$ cat src/rtl/alu_sequencer.sv
// Sequencer for the 8-bit combinational ALU. It accepts requests over valid/ready and runs them as one or two ALU passes.
// It owns the architectural carry flag and returns results over a valid/ready response channel.
module alu_sequencer (
   input  logic        clk,
   input  logic        rst_n,
   input  logic        req_valid,
   output logic        req_ready,
   input  logic [3:0]  req_op,
   input  logic        req_wide,
   input  logic [15:0] req_a,
   input  logic [15:0] req_b,
   output logic        rsp_valid,
   input  logic        rsp_ready,
   output logic [15:0] rsp_y,
   output logic        rsp_c,
   output logic        rsp_z,
   output logic        rsp_err,
   output logic        c_flag,
   output logic [7:0]  alu_d0,
   output logic [7:0]  alu_d1,
   output logic [3:0]  alu_op,
   output logic        alu_c_in,
   input  logic [7:0]  alu_y,
   input  logic        alu_c_out
);

   localparam logic [3:0] OP_ADD = 4'h0;
   localparam logic [3:0] OP_SUB = 4'h1;
   localparam logic [3:0] OP_ADC = 4'h2;
   localparam logic [3:0] OP_SBC = 4'h3;
   localparam logic [3:0] OP_RRC = 4'hD;

   typedef enum logic [1:0] {IDLE, EXEC0, EXEC1, RESP} state_t;

   state_t      state, next_state;
   logic [3:0]  op_q;
   logic        wide_q;
   logic [15:0] a_q, b_q;
   logic [7:0]  y_first;

   logic        req_fire, req_illegal, carry_op_q;
   logic [7:0]  p0_d0, p0_d1, p1_d0, p1_d1;
   logic        p0_cin, p1_cin;
   logic [3:0]  p1_op;
   logic [15:0] fin_y;
   logic        fin_c;

   always_ff @(posedge clk) begin
      if (!rst_n) state <= IDLE;
      else        state <= next_state;
   end

   always_comb begin
      next_state  = state;
      req_ready   = rst_n && (state == IDLE);
      req_fire    = req_valid && req_ready;
      req_illegal = (req_op >= 4'hE) || (req_wide && (req_op >= 4'h8) && (req_op <= 4'hC));
      carry_op_q  = (op_q <= OP_SBC) || (op_q == OP_RRC);

      case (state)
         IDLE:    if (req_fire) next_state = req_illegal ? RESP : EXEC0;
         EXEC0:   next_state = wide_q ? EXEC1 : RESP;
         EXEC1:   next_state = RESP;
         RESP:    if (rsp_ready) next_state = IDLE;
         default: next_state = IDLE;
      endcase

      // Wide RRC rotates right, so the high byte goes first and its carry feeds the low byte.
      p0_d0  = (req_wide && req_op == OP_RRC) ? req_a[15:8] : req_a[7:0];
      p0_d1  = (req_wide && req_op == OP_RRC) ? req_b[15:8] : req_b[7:0];
      p0_cin = (req_op inside {OP_ADC, OP_SBC, OP_RRC}) ? c_flag : 1'b0;

      p1_op  = op_q;
      if (op_q == OP_ADD) p1_op = OP_ADC;
      if (op_q == OP_SUB) p1_op = OP_SBC;
      p1_d0  = (op_q == OP_RRC) ? a_q[7:0] : a_q[15:8];
      p1_d1  = (op_q == OP_RRC) ? b_q[7:0] : b_q[15:8];
      p1_cin = carry_op_q ? alu_c_out : 1'b0;

      if (state == EXEC1)
         fin_y = (op_q == OP_RRC) ? {y_first, alu_y} : {alu_y, y_first};
      else
         fin_y = {8'h00, alu_y};
      fin_c = carry_op_q ? alu_c_out : c_flag;
   end

   always_ff @(posedge clk) begin
      if (!rst_n) begin
         op_q      <= 4'h0;
         wide_q    <= 1'b0;
         a_q       <= 16'h0;
         b_q       <= 16'h0;
         y_first   <= 8'h0;
         c_flag    <= 1'b0;
         rsp_valid <= 1'b0;
         rsp_y     <= 16'h0;
         rsp_c     <= 1'b0;
         rsp_z     <= 1'b0;
         rsp_err   <= 1'b0;
         alu_d0    <= 8'h0;
         alu_d1    <= 8'h0;
         alu_op    <= 4'h0;
         alu_c_in  <= 1'b0;
      end else begin
         case (state)
            IDLE: begin
               if (req_fire) begin
                  op_q   <= req_op;
                  wide_q <= req_wide;
                  a_q    <= req_a;
                  b_q    <= req_b;
                  if (req_illegal) begin
                     rsp_valid <= 1'b1;
                     rsp_err   <= 1'b1;
                     rsp_y     <= 16'h0;
                     rsp_z     <= 1'b1;
                     rsp_c     <= c_flag;
                  end else begin
                     alu_op   <= req_op;
                     alu_d0   <= p0_d0;
                     alu_d1   <= p0_d1;
                     alu_c_in <= p0_cin;
                  end
               end
            end
            EXEC0, EXEC1: begin
               if (state == EXEC0 && wide_q) begin
                  y_first  <= alu_y;
                  alu_op   <= p1_op;
                  alu_d0   <= p1_d0;
                  alu_d1   <= p1_d1;
                  alu_c_in <= p1_cin;
               end else begin
                  alu_op    <= 4'h0;
                  alu_d0    <= 8'h0;
                  alu_d1    <= 8'h0;
                  alu_c_in  <= 1'b0;
                  rsp_valid <= 1'b1;
                  rsp_err   <= 1'b0;
                  rsp_y     <= fin_y;
                  rsp_z     <= (fin_y == 16'h0);
                  rsp_c     <= fin_c;
                  c_flag    <= fin_c;
               end
            end
            RESP: begin
               if (rsp_ready) rsp_valid <= 1'b0;
            end
            default: ;
         endcase
      end
   end

endmodule

$ cat config.mk
export PLATFORM = sky130hd
export DESIGN_NAME = alu_sequencer
export DESIGN_NICKNAME = d
export VERILOG_FILES = /design/src/rtl/alu_sequencer.sv
export SDC_FILE = /design/constraint.sdc
export NUM_CORES = 1
export LEC_CHECK = 0
export ABC_CLOCK_PERIOD_IN_PS = 2200
export CAP_MARGIN = 10
export CORE_MARGIN = 8
export CORE_UTILIZATION = 25
export CTS_BUF_LIST = sky130_fd_sc_hd__clkbuf_4 sky130_fd_sc_hd__clkbuf_8 sky130_fd_sc_hd__clkbuf_16
export CTS_CLUSTER_DIAMETER = 100
export CTS_CLUSTER_SIZE = 12
export DETAILED_ROUTE_END_ITERATION = 6
export REMOVE_ABC_BUFFERS = 1
export SLEW_MARGIN = 20
export SYNTH_ARGS = -nofsm -noshare
export SYNTH_HDL_FRONTEND = slang
export SYNTH_SLANG_ARGS = --single-unit
$ cat constraint.sdc
create_clock -name clk -period 2.2 [get_ports clk]
set_input_delay 0.66 -clock clk [delete_from_list [all_inputs] [get_ports clk]]
set_output_delay 0.66 -clock clk [all_outputs]
set_load 0.01 [all_outputs]
Word level (Yosys, flattened, before mapping)

Index checks and enable logic that the tools add are counted.

Word-level logic and storage cells: 104
Bits in registers: 89

Reduce and logical (&&, ||, !) cells: 21
Order comparisons: 4
Equal/unequal tests: 13
Bitwise gates (word level): 1
Multiplexer cells: 49

Operators with widths:

| cell                 | count |
|---|---|
| $mux W16             | 5 |
| $mux W8              | 10 |
| $pmux W16 S2         | 1 |
| $pmux W8 S2          | 2 |
| $mux W4              | 5 |
| $logic_not A16 Y1    | 1 |
| $mux W1              | 16 |
| $ne A2 B2 Y1 const B | 5 |
| $eq A4 B2 Y1 const B | 2 |
| $eq A4 B4 Y1 const B | 2 |
| $ge A4 B4 Y1 const B | 2 |
| $pmux W1 S2          | 4 |
| $pmux W2 S4          | 1 |
| $pmux W4 S2          | 1 |
| $reduce_and A2 Y1    | 4 |
| $reduce_and A4 Y1    | 2 |
| $logic_and A1 B1 Y1  | 6 |
| $mux W2              | 3 |
| $eq A2 B2 Y1 const B | 2 |
| $eq A4 B1 Y1 const B | 1 |
| $le A4 B2 Y1 const B | 1 |
| $le A4 B4 Y1 const B | 1 |
| $logic_not A4 Y1     | 1 |
| $pmux W1 S3          | 1 |
| 8 further kinds      | 9 |

Longest topological paths before layout

Word-level depth: 7
Depth in mapped cells: 8
Mapped depth without buffers: 7

Least setup slack after synthesis

OpenSTA, ideal clock, no wires.

Path type: input-to-output
Start point: input rst_n
End point: output req_ready
Arrival: 1.184 ns
Required time: 1.540 ns
Setup slack: 0.356 ns
Path buffers: 1
Cell stages on the path: 3
Cells stage by stage: inv_2 > clkbuf_1 > nor2_1

Cells in the longest elaborated chain, start to end: 1

RTL lines:

| element             | RTL line | source |
|---|---|---|
| start: declaration  | 5        | `input logic rst_n,` |
| $logic_and A1 B1 Y1 | 55       | `req_ready = rst_n && (state == IDLE);` |
| end: declaration    | 7        | `output logic req_ready,` |

Every way passes these cells.

Worst setup path after layout

Start point: register state[0]
End point: output req_ready

Cells in the longest elaborated chain, start to end: 2

RTL lines:

| element                  | RTL line | source |
|---|---|---|
| start: declaration       | 35       | `state_t state, next_state;` |
| start signal: assignment | 50       | `else state <= next_state;` |
| $logic_not A2 Y1         | 55       |  |
| $logic_and A1 B1 Y1      | 55       |  |

Every way passes these cells.

==> run summary <==
RUN STATUS
-----------------------------------------------------------------------------
Run status .....................................................    completed

SYNTHESIS
-----------------------------------------------------------------------------
Area share of the largest cell type after synthesis ............        0.428
Average cell area after synthesis ..............................   8.68 sq um
Proportion of synthesized chip area in sequential cells ........        0.428
Largest cells by area after synthesis .......................... dfxtp_1 43%, mux2i_1 12%, nand2_1 8.2%
Commonest cells in the synthesized netlist ..................... 91 x nand2_1, 89 x dfxtp_1, 51 x mux2i_1
Most frequent cell after synthesis .............................      nand2_1
Post-synthesis cell type count .................................           49
Number of flip-flops and latches in the synthesized netlist ....           89
Synthesis warning total ........................................            0
Instance count of the mapped netlist ...........................          480
Ys async rst share .............................................            0
Number of enable flip-flop cells after synthesis ...............            0
Top FF cell, synth .............................................      dfxtp_1
Summed instance area of the synthesized netlist ................   4170 sq um
Cell taking the most area after synthesis ......................      dfxtp_1

CRITICAL PATH
-----------------------------------------------------------------------------
Kind of capture point of the worst setup path ..................   output pin
Required time at the endpoint of the critical path .............      1.54 ns
Crit path buffers/inverters ....................................            3
Critical path's largest stage delay ............................      0.37 ns
Cell chain of the critical path ................................ inv_1 -> ha_1 -> inv_1 -> nor2_1 -> dlygate4sd2_1
Data arrival time at the worst-slack endpoint ..................      1.42 ns
Slowest-stage cell, CP .........................................      dfxtp_1
Category of the worst setup path launch point ..................    flip-flop
Dominant delay contributor by cell family on the critical path . buffers and inverters
Critical path class ............................................ flip-flop to output pin
Most common cell on crit path ..................................        inv_1
Peak fanout along the critical path ............................            3

PLACE
-----------------------------------------------------------------------------
Placed Cells ...................................................          789
GPL Wtd Cong ...................................................        0.810
Standard cell area after detailed placement ....................   5460 sq um
# port buffers .................................................           92
Worst setup slack before clock tree synthesis ..................    -0.163 ns
Detailed placer's ending HPWL .................................. 9040 microns

TIMING
-----------------------------------------------------------------------------
Smallest setup slack after layout ..............................     0.118 ns
RSZ-0062 raised after global routing ...........................           no
Final-report hold violation count ..............................            0
Setup Total Neg Slack ..........................................         0 ns
Final number of setup-violating endpoints ......................            0
Shortest clock period the worst path allows after layout .......      2.08 ns
FMAX ...........................................................    0.480 GHz
Relative slew slack ............................................        0.611
Post-Route Skew ................................................   0.00711 ns
Tcrit/Tclk final ...............................................        0.946
Final Max Slew Viols ...........................................            0
Actual slew at the worst max-slew pin ..........................     0.582 ns

LAYOUT
-----------------------------------------------------------------------------
Layout Area Growth over Synthesis ..............................        37.4%
Nets ...........................................................          635
Ratio of cells with drive above 1 in the final layout ..........        0.106
Final instance count without filler cells ......................          805
Ant. Diodes ....................................................            0
Finished Cell Area .............................................   5720 sq um

DETAILED ROUTING
-----------------------------------------------------------------------------
Starting DRC count in detailed routing .........................          201
Number of iterations in the first detailed-routing pass ........            4
Avg WL per Cell ................................................ 15.8 microns
Antenna viol nets, final .......................................            0
Vias per std cell ..............................................         4.74
Total routed wirelength ........................................ 12700 microns
Total number of vias ...........................................         3815
# DRC ..........................................................            0

GLOBAL ROUTE
-----------------------------------------------------------------------------
Overall global routing resource usage ..........................        0.122
First-pass GRT wire length ..................................... 20900 microns
Initial antenna violation count ................................            1
Pin count of the biggest net entering global routing ...........           54
Leftover overflow at the end of global routing .................            0
Vias in the first global route .................................         3958

CLOCKING
-----------------------------------------------------------------------------
TritonCTS clock tree ...........................................         done
# Post-CTS Setup Buffers .......................................            0
Number of H-tree branching levels ..............................            3
Clock Root Buffer ..............................................    clkbuf_16
Sinks on the clock net .........................................           89
CTS Buffer Depth ...............................................            2
Number of buffers created by CTS ...............................            9
Clk pin slew, worst setup/hold paths ...........................      0.06 ns
Clock latency on the worst-skew pair ...........................      0.34 ns

DIE
-----------------------------------------------------------------------------
Placeable Area .................................................  16400 sq um
Site row count .................................................           47
IO Count .......................................................           93
Effective utilization at floorplan .............................        0.254
Die Span Y .....................................................  145 microns
Die W ..........................................................  145 microns
Overall die area ...............................................  21000 sq um

PWR
-----------------------------------------------------------------------------
Static power due to leakage ....................................      2.50 nW
Total power after layout .......................................      6.39 mW
IR drop worst, VDD .............................................     0.475 mV
Cell area power density ........................................ 1120 nW/um^2

FLOW RUN
-----------------------------------------------------------------------------
Number of max-cap violations ...................................            0

MIN PATH
-----------------------------------------------------------------------------
Path category of the worst min-delay check ..................... flip-flop to flip-flop

[state kept, by name, indices dropped and copies added, names as in the netlist, 2 cells and up]
signal and count:
a_q 16, alu_d0 8, alu_d1 8, alu_op 4, b_q 16, op_q 4, rsp_y 16, state 2
y_first 8
[per-stage QoR]
stage | util | hold WS [ns]
floorplan | - | 0.433
global placement | 0.333 | 0.440
detailed placement | 0.333 | 0.444
CTS | 0.349 | 0.454
global route | 0.349 | 0.472
finish | 0.349 | 0.450
[cell type report]
class                           instances  area, sq um
Clock buffer                           12          248
Clock inverter                          4         20.0
Fill cell                            1667        10700
Inverter                               15         56.3
Multi-Input combinational cell        342         2170
Sequential cell                        89         1780
Tap cell                              220          275
Timing Repair Buffer                  123         1170
[power breakdown]
group / switching, mW / leakage (nW) / internal [mW] / total [mW]
clock: 0.619 / 0.140 / 0.796 / 1.41
combinational: 1.41 / 1.63 / 1.34 / 2.75
sequential: 0.221 / 0.728 / 2.00 / 2.22
[routing by layer]
metal | share of wire | up-vias | GRT usage
met5 | 0.0010 | - | 0
met1 | 0.47 | 1785 | 0.150
met4 | 0.018 | 2 | 0.0469
li1 | - | 1898 | -
met2 | 0.45 | 114 | 0.194
met3 | 0.063 | 16 | 0.0386
[worst paths after layout]
kind,from,to,slack [ns],cells after the start
setup reg to reg,state[0],rsp_z,0.25,7
setup / recovery,state[0],req_ready,0.12,5
hold / removal,b_q[5],b_q[5],0.45,2
hold reg to reg,b_q[5],b_q[5],0.45,2
[cells by family (layout without fill, tap and decap cells)]
group           Yosys count  in the layout  synth area share
simple gates            171            171             0.182
compound gates          115            115             0.200
flops                    89             89             0.428
mux                      51             51             0.123
buf+inv                  49            154            0.0523
fa+ha+maj                 5              5            0.0150
[layout by cell type, fill, tap and decap left out, drive strengths merged, types with 3 or more instances in the layout]
cell,synthesis,layout
nor2,23,23
a211oi,8,8
nand3,41,41
a21oi,30,30
dfxtp,89,89
ha,5,5
clkbuf,13,12
o21a,3,3
mux2i,51,51
nor2b,3,3
o2bb2ai,9,9
o211a,3,3
clkinv,0,4
o22a,24,24
nand2,92,92
inv,15,15
o21ai,23,23
o211ai,3,3
clkdlybuf4s50,0,90
buf,21,32
[tightest hold or removal path: stages, from the launching register on]
cell     delay (ns)
dfxtp_1        0.31
nand3_1        0.06
nand2_1        0.04
[repair_timing]
item                       4_1_cts  5_1_grt
gates resized for setup          1        0
setup endpoints to repair        1        0
hold buffers                     0        0
Note: power is estimated with default switching activity, not from simulation.
